==> config.mk <==
export PLATFORM = sky130hd
export DESIGN_NAME = mem_bus_if
export DESIGN_NICKNAME = d
export VERILOG_FILES = /design/src/rtl/mem_bus_if.sv
export SDC_FILE = /design/constraint.sdc
export NUM_CORES = 1
export LEC_CHECK = 0
export CAP_MARGIN = 20
export CORE_UTILIZATION = 45
export CTS_CLUSTER_DIAMETER = 120
export DETAILED_ROUTE_END_ITERATION = 10
export GPL_ROUTABILITY_DRIVEN = 0
export PLACE_DENSITY = 0.86
export SYNTH_ARGS = -nofsm -noshare
export SYNTH_HDL_FRONTEND = slang
export SYNTH_SLANG_ARGS = --single-unit
==> constraint.sdc <==
create_clock -name clk -period 4.98 [get_ports clk]
set_input_delay 0.996 -clock clk [delete_from_list [all_inputs] [get_ports clk]]
set_output_delay 0.996 -clock clk [all_outputs]
set_load 0.005 [all_outputs]
==> src/rtl/mem_bus_if.sv <==
// ---------------------------------------------------------------------------
// mem_bus_if
//   Memory bus interface controller. Accepts a single read or write request
//   and runs it through SETUP -> WAIT -> DONE/FAIL. The request is handed to
//   an asynchronous memory that answers with memory-function-complete (mfc).
//   A WAIT phase that gets no mfc within TIMEOUT cycles ends in FAIL and sets
//   err. All outputs are registered.
//
// Parameters
//   DATA_W   : data path width
//   ADDR_W   : address width
//   TIMEOUT  : maximum number of WAIT cycles (1..255)
//
// Ports
//   clk        in   clock, rising edge active
//   reset      in   asynchronous active-low reset
//   req        in   access request (sampled in IDLE only)
//   we         in   1 = write, 0 = read (sampled with req)
//   req_addr   in   access address (sampled with req)
//   req_wdata  in   write data (sampled with req, writes only)
//   mfc        in   memory-function-complete from memory
//   mem_rdata  in   read data from memory, valid while mfc = 1
//   addr       out  MAR contents driven to memory
//   mem_wdata  out  MBR-out contents driven to memory
//   enable     out  memory strobe
//   rw         out  1 = read, 0 = write
//   rdata      out  last successful read data
//   ack        out  one-cycle completion pulse (success or failure)
//   busy       out  1 in every state except IDLE
//   err        out  last access timed out
// ---------------------------------------------------------------------------
module mem_bus_if #(
  parameter int DATA_W  = 16,
  parameter int ADDR_W  = 16,
  parameter int TIMEOUT = 15
) (
  input  logic              clk,
  input  logic              reset,
  input  logic              req,
  input  logic              we,
  input  logic [ADDR_W-1:0] req_addr,
  input  logic [DATA_W-1:0] req_wdata,
  input  logic              mfc,
  input  logic [DATA_W-1:0] mem_rdata,
  output logic [ADDR_W-1:0] addr,
  output logic [DATA_W-1:0] mem_wdata,
  output logic              enable,
  output logic              rw,
  output logic [DATA_W-1:0] rdata,
  output logic              ack,
  output logic              busy,
  output logic              err
);

  // The counter holds (WAIT cycle number - 1), so it only ever needs to
  // reach TIMEOUT-1; sized for TIMEOUT to keep the natural range visible.
  localparam int CNT_W = $clog2(TIMEOUT + 1);
  localparam logic [CNT_W-1:0] CNT_ZERO = {CNT_W{1'b0}};
  localparam logic [CNT_W-1:0] CNT_ONE  = CNT_W'(1);
  localparam logic [CNT_W-1:0] CNT_MAX  = {CNT_W{1'b1}};
  localparam logic [CNT_W-1:0] CNT_LAST = CNT_W'(TIMEOUT - 1);

  typedef enum logic [2:0] {
    ST_IDLE  = 3'd0,
    ST_SETUP = 3'd1,
    ST_WAIT  = 3'd2,
    ST_DONE  = 3'd3,
    ST_FAIL  = 3'd4
  } state_t;

  state_t            state_r;
  logic [CNT_W-1:0]  cnt_r;
  logic [ADDR_W-1:0] addr_r;
  logic [DATA_W-1:0] mem_wdata_r;
  logic [DATA_W-1:0] rdata_r;
  logic              enable_r;
  logic              rw_r;
  logic              ack_r;
  logic              busy_r;
  logic              err_r;

  // Access sequencer: state, wait counter and every registered output.
  always_ff @(posedge clk or negedge reset) begin
    if (!reset) begin
      state_r     <= ST_IDLE;
      cnt_r       <= CNT_ZERO;
      addr_r      <= {ADDR_W{1'b0}};
      mem_wdata_r <= {DATA_W{1'b0}};
      rdata_r     <= {DATA_W{1'b0}};
      enable_r    <= 1'b0;
      rw_r        <= 1'b1;
      ack_r       <= 1'b0;
      busy_r      <= 1'b0;
      err_r       <= 1'b0;
    end else begin
      // ack is a single-cycle pulse unless re-armed below
      ack_r <= 1'b0;
      case (state_r)
        ST_IDLE: begin
          if (req) begin
            addr_r <= req_addr;
            if (we) begin
              mem_wdata_r <= req_wdata;
            end else begin
              mem_wdata_r <= mem_wdata_r;
            end
            rw_r    <= ~we;
            err_r   <= 1'b0;
            busy_r  <= 1'b1;
            state_r <= ST_SETUP;
          end else begin
            state_r <= ST_IDLE;
          end
        end

        ST_SETUP: begin
          // mfc still high means the memory has not released the previous
          // access; hold off the strobe until it drops.
          if (!mfc) begin
            cnt_r    <= CNT_ZERO;
            enable_r <= 1'b1;
            state_r  <= ST_WAIT;
          end else begin
            state_r  <= ST_SETUP;
          end
        end

        ST_WAIT: begin
          // mfc wins over timeout, including on the last allowed cycle
          if (mfc) begin
            if (rw_r) begin
              rdata_r <= mem_rdata;
            end else begin
              rdata_r <= rdata_r;
            end
            enable_r <= 1'b0;
            state_r  <= ST_DONE;
          end else if (cnt_r == CNT_LAST) begin
            enable_r <= 1'b0;
            state_r  <= ST_FAIL;
          end else begin
            if (cnt_r != CNT_MAX) begin
              cnt_r <= cnt_r + CNT_ONE;
            end else begin
              cnt_r <= cnt_r;
            end
            state_r <= ST_WAIT;
          end
        end

        ST_DONE: begin
          ack_r   <= 1'b1;
          busy_r  <= 1'b0;
          state_r <= ST_IDLE;
        end

        ST_FAIL: begin
          ack_r   <= 1'b1;
          err_r   <= 1'b1;
          busy_r  <= 1'b0;
          state_r <= ST_IDLE;
        end

        default: begin
          enable_r <= 1'b0;
          busy_r   <= 1'b0;
          state_r  <= ST_IDLE;
        end
      endcase
    end
  end

  assign addr      = addr_r;
  assign mem_wdata = mem_wdata_r;
  assign rdata     = rdata_r;
  assign enable    = enable_r;
  assign rw        = rw_r;
  assign ack       = ack_r;
  assign busy      = busy_r;
  assign err       = err_r;

endmodule

==> results.py, run 1 <==
metrics = {
    "sta": {
        "slew_violations": 0,
        "fmax_mhz": 365,
        "slew_headroom_pct": 50.1,
        "period_needed_ns": 2.74,
        "worst_slew_pin_slew_ns": 0.748,
        "hold_violations": 0,
        "min_period_over_period_pct": 55.0,
        "tns_ns": 0,
        "clock_skew_ns": 0.00807,
        "grt_setup_unrepaired": "no",
        "finalSetupViolCount": 0,
    },
    "finish": {
        "nets": 334,
        "antenna_cells": 0,
        "final_cell_area_um2": 3810,
        "finish.utilization_pct": 73.2,
        "drive_gt1_share_pct": 24.6,
        "fillers": 381,
        "areaGrowthSynthToFinish_pct": 52.8,
    },
    "floorplan": {
        "die_area_um2": 5840,
        "die_w_um": 76.4,
        "io_pins": 106,
        "fp.coreArea_um2": 5200,
        "die_h_um": 76.4,
        "rows": 26,
        "start_util_pct": 47.9,
    },
    "global_route": {
        "antenna_found_initial": 0,
        "grt_pass1_vias": 1873,
        "overflow": 0,
        "grt_pass1_wl_um": 9140,
        "grt_max_degree": 61,
        "track_usage_pct": 20.3,
    },
    "cts": {
        "clk_pin_slew_worst_paths_ns": 0.06,
        "cts_buffers": 9,
        "post_cts_resized": 0,
        "postCtsSetupBuffers": 0,
        "h-tree-depth": 3,
        "ctsHoldBuffers": 0,
        "cts_max_path_buffers": 2,
        "clock_latency_ns": 0.33,
        "clkSinkCount": 60,
        "cts_tree": "yes",
        "cts_root_buf": "clkbuf_8",
    },
    "logic_synthesis": {
        "ys_seq_area_share_pct": 60.3,
        "syn-cell-area_um2": 2490,
        "synth_most_common_cell": "dfrtp_1",
        "avgSynthCellArea_um2": 14.7,
        "synthFlopType": "dfrtp_1",
        "ys_top_cells_by_area": "dfrtp_1, mux2_2, mux2_4",
        "synth_common_cells": "dfrtp_1, mux2_2, mux2_4",
        "synth_top_area_share_pct": 59.2,
        "ys_ff_latch": 60,
        "synth_fp_nets": 224,
        "syn_inst": 169,
        "yosys.area.top_type": "dfrtp_1",
        "yosysUniqueCellTypes": 36,
        "yosys_warnings": 0,
        "synth_edf_count": 0,
        "synth_async_sr_flop_share_pct": 100,
    },
    "worst_setup_path": {
        "crit_type": "in2reg",
        "worstReg2RegStart": "state_r[0]",
        "critPathCaptureType": "flip-flop",
        "crit_required_ns": 5.19,
        "cp_max_fo": 17,
        "arrival_ns": 2.95,
        "cp-start-kind": "input port",
        "crit_start": "req",
    },
    "drt": {
        "antenna_left": 0,
        "routed_via_density": 4.95,
        "routedWlPerCell_um": 15.3,
        "drc": 0,
        "wl_um": 5420,
        "vias": 1753,
        "drt_iter0_drc": 72,
        "dr.pass1.iters": 4,
    },
    "hold_path": {
        "hold_path.class": "reg2reg",
        "min_from": "rdata[6]",
    },
    "power_and_ir_drop": {
        "p_switching_w": 0.000601,
        "power_frac_seq_pct": 38.5,
        "p_leak_nw": 1.64,
        "power.internal_w": 0.00166,
        "ir_worst_vdd_v": 0.000317,
        "power_frac_clock_pct": 20.9,
        "p_comb_share_pct": 40.7,
        "pwr_density_cell_nw_per_um2": 593,
        "swShare_pct": 26.6,
        "total_power_w": 0.00226,
    },
    "placed_design": {
        "hpwl_um": 3870,
        "placed_area_um2": 3590,
        "io_buffers": 105,
    },
    "flow_run": {
        "maxCapViolations": 0,
    },
    "run_status": {
        "status": "finished clean",
    },
}
cell families after synthesis:
group                    Yosys count  share of synthesized area (%)
adder cells (fa/ha/maj)            2                           1.00
XOR/XNOR                           1                          0.351
AND/OR/NAND/NOR                   25                           6.58
flip-flops                        60                           60.3
multiplexers                      50                           23.8
buffers and inverters             10                           2.26
AO/OA/AOI/OAI                     21                           5.67
final timing paths:
path                                end  slack (ns)  cells after the start
min in group asynchronous       addr[2]        0.80                      2
setup reg to reg               rdata[9]        2.73                      3
hold reg to reg                rdata[6]        0.50                      1
max in group asynchronous     rdata[10]        3.66                      2
setup / recovery           mem_wdata[7]        2.24                      5
hold / removal                 rdata[6]        0.50                      1
power by group through the flow:
stage | Combinational (W) | Sequential [W] | Clock [W]
global placement | 0.000899 | 0.000861 | 0
detailed placement | 0.000929 | 0.000874 | 0
finish | 0.000919 | 0.000869 | 0.000472
floorplan | 0.000394 | 0.000861 | 0
CTS | 0.000932 | 0.000870 | 0.000482
global route | 0.000985 | 0.000902 | 0.000505
registers in the layout, indices dropped and copies added, names as in the netlist:
signal and cells:
ack 1, addr 16, busy 1, cnt_r 4, enable 1, err 1, mem_wdata 16, rdata 16
rw 1, state_r 3
per-layer routing:
| metal | wire [µm] | global-route usage, % | vias up | share of wire (%) |
|---|---|---|---|---|
| li1 | - | - | 826 | - |
| met1 | 2350 | 25.1 | 846 | 43 |
| met2 | 2620 | 32.7 | 70 | 48 |
| met4 | 122 | 11.0 | 0 | 2.3 |
| met5 | 0 | 0 | - | 0 |
| met3 | 333 | 5.27 | 11 | 6.1 |
worst max-delay path: stages:
cell and delay (ns):
clkdlybuf4s50_1 0.52, nor4b_4 0.58, buf_4 0.31, nand2_4 0.19
mux2_4 0.35
per-stage QoR:
stage	hold WS (ns)	std cells	worst slack, ns
floorplan	0.490	169	2.73
global placement	0.486	338	1.92
detailed placement	0.494	338	1.88
CTS	0.508	354	2.23
global route	0.520	354	2.14
finish	0.505	354	2.24
layout make-up:
cell class	count	area (µm²)	area share (%)
flip-flops and latches	60	1500	39.5
repair buffers	107	1060	27.9
multi-input cells	99	933	24.5
clock buffers	11	141	3.71
well taps	70	87.6	2.30
clock inverters	5	75.1	1.97
inverters	2	7.51	0.197
cell usage in the layout, fill, tap and decap left out, types with 3 or more instances in the layout:
| cell | n |
|---|---|
| a21oi_1 | 3 |
| clkbuf_8 | 10 |
| clkdlybuf4s50_1 | 104 |
| clkinv_2 | 3 |
| dfrtp_1 | 59 |
| mux2_2 | 39 |
| mux2_4 | 9 |
| nand2_1 | 5 |
| nor2_1 | 4 |
| nor2b_1 | 4 |
| o21ai_0 | 6 |
(Power assumes the default switching activity.)
==> run 2, diff against run 1 <==
--- a/config.mk
+++ b/config.mk
@@ -6,11 +6,11 @@
 export NUM_CORES = 1
 export LEC_CHECK = 0
 export CAP_MARGIN = 20
-export CORE_UTILIZATION = 45
+export CORE_UTILIZATION = 42
 export CTS_CLUSTER_DIAMETER = 120
 export DETAILED_ROUTE_END_ITERATION = 10
 export GPL_ROUTABILITY_DRIVEN = 0
-export PLACE_DENSITY = 0.86
+export PLACE_DENSITY = 0.81
 export SYNTH_ARGS = -nofsm -noshare
 export SYNTH_HDL_FRONTEND = slang
 export SYNTH_SLANG_ARGS = --single-unit
==> constraint.sdc (replaced) <==
create_clock -name clk -period 2.6 [get_ports clk]
set_input_delay 0.52 -clock clk [delete_from_list [all_inputs] [get_ports clk]]
set_output_delay 0.52 -clock clk [all_outputs]
set_load 0.005 [all_outputs]
==> run 2 against run 1 <==
  * Non-clock buffer count grew 4
  * Register-to-register slack lost 2.1 ns
  * Global-route usage fell by 1.2 points
  * Cell area did not move
  * Power up 86%
  * Final cell count rose by 1.7%
  * Routed wire length decreased by 1.7%
  * Worst hold slack worse by 0.26 ns
  * Utilization shrank 5.3 points
  * Count of clock-buffer cells in the layout unchanged
  * Highest routed layer unchanged
==> results.py, run 2 (synthesis gave the netlist of run 1 again) <==
metrics = {
    "worst_setup_path": {
        "worst_path_dominant_cell_family": "simple AND/OR/NAND/NOR gates",
        "cp_slowest_cell": "dfrtp_1",
        "critPathMaxStageDelay_ns": 0.55,
        "critPathCaptureType": "flip-flop",
        "path_buf_inv": 1,
        "crit_required_ns": 2.82,
        "crit_type": "reg2reg",
        "crit_start": "state_r[0]",
        "cp_max_fo": 13,
        "path_cells": "nor3b_1 > and3_1 > buf_4 > mux2_2",
        "cp-start-kind": "flip-flop",
        "arrival_ns": 2.20,
        "worstReg2RegStart": "state_r[0]",
    },
    "global_route": {
        "grt_pass1_vias": 1826,
        "track_usage_pct": 19.1,
        "grt_pass1_wl_um": 8760,
        "grt_max_degree": 36,
        "overflow": 0,
        "antenna_found_initial": 0,
    },
    "finish": {
        "layout_commonest_cell": "clkdlybuf4s50_1",
        "fillers": 430,
        "nets": 338,
        "antenna_cells": 0,
        "layout_common_cells": "clkdlybuf4s50_1, dfrtp_1, mux2_2",
        "areaGrowthSynthToFinish_pct": 52.8,
        "drive_gt1_share_pct": 25.3,
        "final_cell_area_um2": 3810,
    },
    "cts": {
        "clock_latency_ns": 0.34,
        "h-tree-depth": 3,
        "ctsHoldBuffers": 0,
        "cts_buffers": 9,
        "postCtsSetupBuffers": 0,
        "cts_tree": "yes",
        "clkSinkCount": 60,
        "post_cts_resized": 0,
        "cts_max_path_buffers": 2,
        "cts_root_buf": "clkbuf_8",
        "clk_pin_slew_worst_paths_ns": 0.06,
    },
    "sta": {
        "slew_headroom_pct": 50.1,
        "slew_violations": 0,
        "fmax_mhz": 506,
        "worst_slew_pin_slew_ns": 0.748,
        "period_needed_ns": 1.98,
        "tns_ns": 0,
        "clock_skew_ns": 0.00599,
        "grt_setup_unrepaired": "no",
        "min_period_over_period_pct": 76.1,
        "hold_violations": 0,
        "finalSetupViolCount": 0,
    },
    "hold_path": {
        "hold_path.class": "in2async",
    },
    "floorplan": {
        "die_h_um": 79.0,
        "start_util_pct": 44.4,
        "fp.coreArea_um2": 5610,
        "die_area_um2": 6250,
        "die_w_um": 79.0,
        "rows": 27,
        "io_pins": 106,
    },
    "drt": {
        "vias": 1791,
        "drc": 0,
        "drt-met1-wl_um": 2040,
        "antenna_left": 0,
        "dr.pass1.iters": 4,
        "routedWlPerCell_um": 14.8,
        "routed_via_density": 4.98,
        "wl_um": 5330,
        "highest_layer": "met4",
        "drt_iter0_drc": 64,
        "wl_met3_um": 481,
        "wl_met2_um": 2690,
    },
    "power_and_ir_drop": {
        "ir_worst_vdd_v": 0.000549,
        "total_power_w": 0.00420,
        "pwr_density_cell_nw_per_um2": 1100,
        "p_leak_nw": 1.65,
    },
    "run_status": {
        "status": "finished clean",
    },
    "flow_run": {
        "maxCapViolations": 0,
    },
    "placed_design": {
        "placed_area_um2": 3620,
        "io_buffers": 105,
        "hpwl_um": 3960,
    },
}
[run 2: cell types whose count changed in the layout (fill, tap and decap cells not counted)]
cell / delta
bufinv_16: -1
buf_4: +4
clkbuf_8: -1
clkinvlp_4: +1
clkbuf_1: +1
[run 2: cell type report]
cell class	instances	area, µm²	share of cell area [%]
Tap cell	72	90.1	2.37
Inverter	2	7.51	0.197
Sequential cell	60	1500	39.5
Clock buffer	11	131	3.45
Timing Repair Buffer	111	1090	28.6
Clock inverter	5	52.6	1.38
Multi-Input combinational cell	99	933	24.5
[run 2: worst paths after layout]
| kind | endpoint | slack [ns] | depth (start not counted) |
|---|---|---|---|
| setup / recovery | rdata[6] | 0.62 | 4 |
| hold / removal | addr[2] | 0.24 | 1 |
| setup reg to reg | rdata[6] | 0.62 | 4 |
| hold reg to reg | addr[13] | 0.50 | 1 |
| max in group asynchronous | err | 1.68 | 2 |
| min in group clk | addr[13] | 0.50 | 1 |
[run 2: power breakdown]
part,internal [W],total [W],switching [W]
sequential,0.00138,0.00167,0.000289
clock,0.000437,0.000775,0.000338
combinational,0.00125,0.00176,0.000505
[run 2: per-layer routing]
metal  vias to the layer above  global-route usage, %
li1                        834                      -
met1                       873                   21.4
met2                        71                   30.9
met3                        13                   8.16
met4                         0                   9.82
met5                         -                      0
[run 2: per-stage QoR]
step	cells	worst slack [ns]	util [%]	hold slack, ns
after floorplan	169	0.803	-	0.224
after global placement	344	0.411	64.6	0.484
after detailed placement	344	0.391	64.6	0.494
after CTS	360	0.623	67.9	0.264
after global routing	360	0.447	67.9	0.307
final	360	0.623	67.9	0.244
==> run 3, diff against run 2 <==
--- a/config.mk
+++ b/config.mk
@@ -6,11 +6,11 @@
 export NUM_CORES = 1
 export LEC_CHECK = 0
 export CAP_MARGIN = 20
-export CORE_UTILIZATION = 42
+export CORE_UTILIZATION = 38
 export CTS_CLUSTER_DIAMETER = 120
 export DETAILED_ROUTE_END_ITERATION = 10
 export GPL_ROUTABILITY_DRIVEN = 0
-export PLACE_DENSITY = 0.81
+export PLACE_DENSITY = 0.78
 export SYNTH_ARGS = -nofsm -noshare
 export SYNTH_HDL_FRONTEND = slang
 export SYNTH_SLANG_ARGS = --single-unit
==> constraint.sdc (replaced) <==
create_clock -name clk -period 1.7 [get_ports clk]
set_input_delay 0.34 -clock clk [delete_from_list [all_inputs] [get_ports clk]]
set_output_delay 0.34 -clock clk [all_outputs]
set_load 0.005 [all_outputs]
==> run 3 against run 2 <==
  * Global-route usage down 1.9 points
  * Via count is 2.1% higher
  * Register-to-register slack got worse by 0.49 ns
  * Cell area rose by 3.9%
  * Sequential power up 49%
  * First-iteration DRC count down 25%
  * Highest routed layer unchanged
  * Largest cell class unchanged
  * Die area grew 10%
  * Setup slack got worse by 0.53 ns
  * Critical endpoint is now mem_wdata[6]
  * Routed wire length is 3.0% higher
==> results.py, run 3 (synthesis gave the netlist of run 1 again) <==
metrics = {
    "global_route": {
        "grt_max_degree": 61,
        "overflow": 0,
        "antenna_found_initial": 0,
        "track_usage_pct": 17.2,
        "grt_pass1_vias": 1908,
        "grt_pass1_wl_um": 9330,
    },
    "worst_setup_path": {
        "cp_num_cells": 5,
        "arrival_ns": 1.82,
        "crit_type": "in2reg",
        "r2r_cells": 5,
        "cp_slowest_cell": "clkdlybuf4s50_1",
        "crit_required_ns": 1.91,
        "cp_max_fo": 17,
        "reg2reg_slack_ns": 0.13,
        "worst_path_dominant_cell_family": "buffers and inverters",
        "path_cells": "clkdlybuf4s50_1 > nor4b_4 > buf_4 > nand2_4 > mux2_4",
        "path_buf_inv": 2,
        "cp-start-kind": "input port",
        "critPathCaptureType": "flip-flop",
        "critPathMaxStageDelay_ns": 0.55,
    },
    "sta": {
        "slew_headroom_pct": 71.7,
        "worst_slew_pin_slew_ns": 0.422,
        "grt_setup_unrepaired": "no",
        "period_needed_ns": 1.61,
        "min_period_over_period_pct": 94.8,
        "hold_violations": 0,
        "fmax_mhz": 621,
        "holdWs_ns": 0.0203,
        "finalSetupViolCount": 0,
        "clock_skew_ns": 0.00848,
        "slew_violations": 0,
    },
    "cts": {
        "cts_root_buf": "clkbuf_8",
        "cts_buffers": 9,
        "clk_pin_slew_worst_paths_ns": 0.07,
        "postCtsSetupBuffers": 0,
        "clkSinkCount": 60,
        "cts_max_path_buffers": 2,
        "ctsHoldBuffers": 0,
        "cts_tree": "yes",
        "h-tree-depth": 3,
        "clock_latency_ns": 0.32,
    },
    "finish": {
        "finish.utilization_pct": 62.3,
        "drive_gt1_share_pct": 28.8,
        "layout_commonest_cell": "clkdlybuf4s50_1",
        "areaGrowthSynthToFinish_pct": 58.8,
        "nets": 349,
        "antenna_cells": 0,
        "layout_common_cells": "clkdlybuf4s50_1, dfrtp_1, mux2_2",
    },
    "flow_run": {
        "maxCapViolations": 0,
    },
    "power_and_ir_drop": {
        "p_leak_nw": 1.72,
        "ir_worst_vdd_v": 0.000851,
        "pwr_density_cell_nw_per_um2": 1670,
    },
    "floorplan": {
        "io_pins": 106,
        "die_w_um": 83.0,
        "rows": 29,
        "fp.coreArea_um2": 6350,
        "start_util_pct": 39.3,
        "die_area_um2": 6890,
        "die_h_um": 83.0,
    },
    "drt": {
        "antenna_left": 0,
        "wl_um": 5490,
        "routed_via_density": 4.86,
        "routedWlPerCell_um": 14.6,
        "vias": 1828,
        "drt_iter0_drc": 48,
        "drc": 0,
        "dr.pass1.iters": 4,
    },
    "run_status": {
        "status": "finished clean",
    },
    "placed_design": {
        "hpwl_um": 3870,
        "io_buffers": 105,
    },
    "hold_path": {
        "hold_path.class": "in2async",
    },
}
[run 3: path summary, 6_finish.rpt]
path / from / to
worst max-delay path: req / mem_wdata[6]
worst min-delay path: reset / cnt_r[3]
worst max register to register: state_r[1] / mem_wdata[6]
worst min register to register: rdata[6] / rdata[6]
max in group asynchronous: reset / rw
min in group clk: rdata[6] / rdata[6]
[run 3: per-layer routing]
metal / wire length, µm / track usage, % / vias up
met2: 2540 / 25.2 / 74
met3: 403 / 6.06 / 10
met5: 0 / 0 / -
met4: 120 / 7.68 / 0
met1: 2420 / 22.9 / 888
li1: - / - / 856
[run 3: per-stage QoR]
step | total power, W | cells | setup TNS [ns] | area [µm²] | worst slack [ns]
finish | 0.00661 | 376 | 0 | 3960 | 0.0884
global route | 0.00704 | 376 | 0 | 3960 | 0.0485
CTS | 0.00665 | 376 | 0 | 3940 | 0.0101
detailed placement | 0.00543 | 360 | -7.34 | 3760 | -0.265
global placement | 0.00534 | 360 | -6.20 | 3760 | -0.224
floorplan | 0.00368 | 169 | -0.134 | 2500 | -0.0149
[run 3: where the power goes]
group / switching [W] / internal, W
registers: 0.000386 / 0.00211
clock network: 0.000524 / 0.000670
logic: 0.000881 / 0.00204
total: 0.00179 / 0.00481
[run 3: layout make-up]
cell class | instances | area, µm²
fill | 500 | 2390
sequential | 60 | 1500
timing repair buffer | 122 | 1210
multi-input combinational | 99 | 957
clock buffer | 11 | 131
tap | 77 | 96.3
clock inverter | 5 | 52.6
inverter | 2 | 7.51
[run 3: repair_timing]
action / in CTS / in global routing
endpoints found under the setup margin: 3 / 2
pin swaps: 0 / 1
hold endpoints to repair: 0 / 0
gates resized for setup: 2 / 2
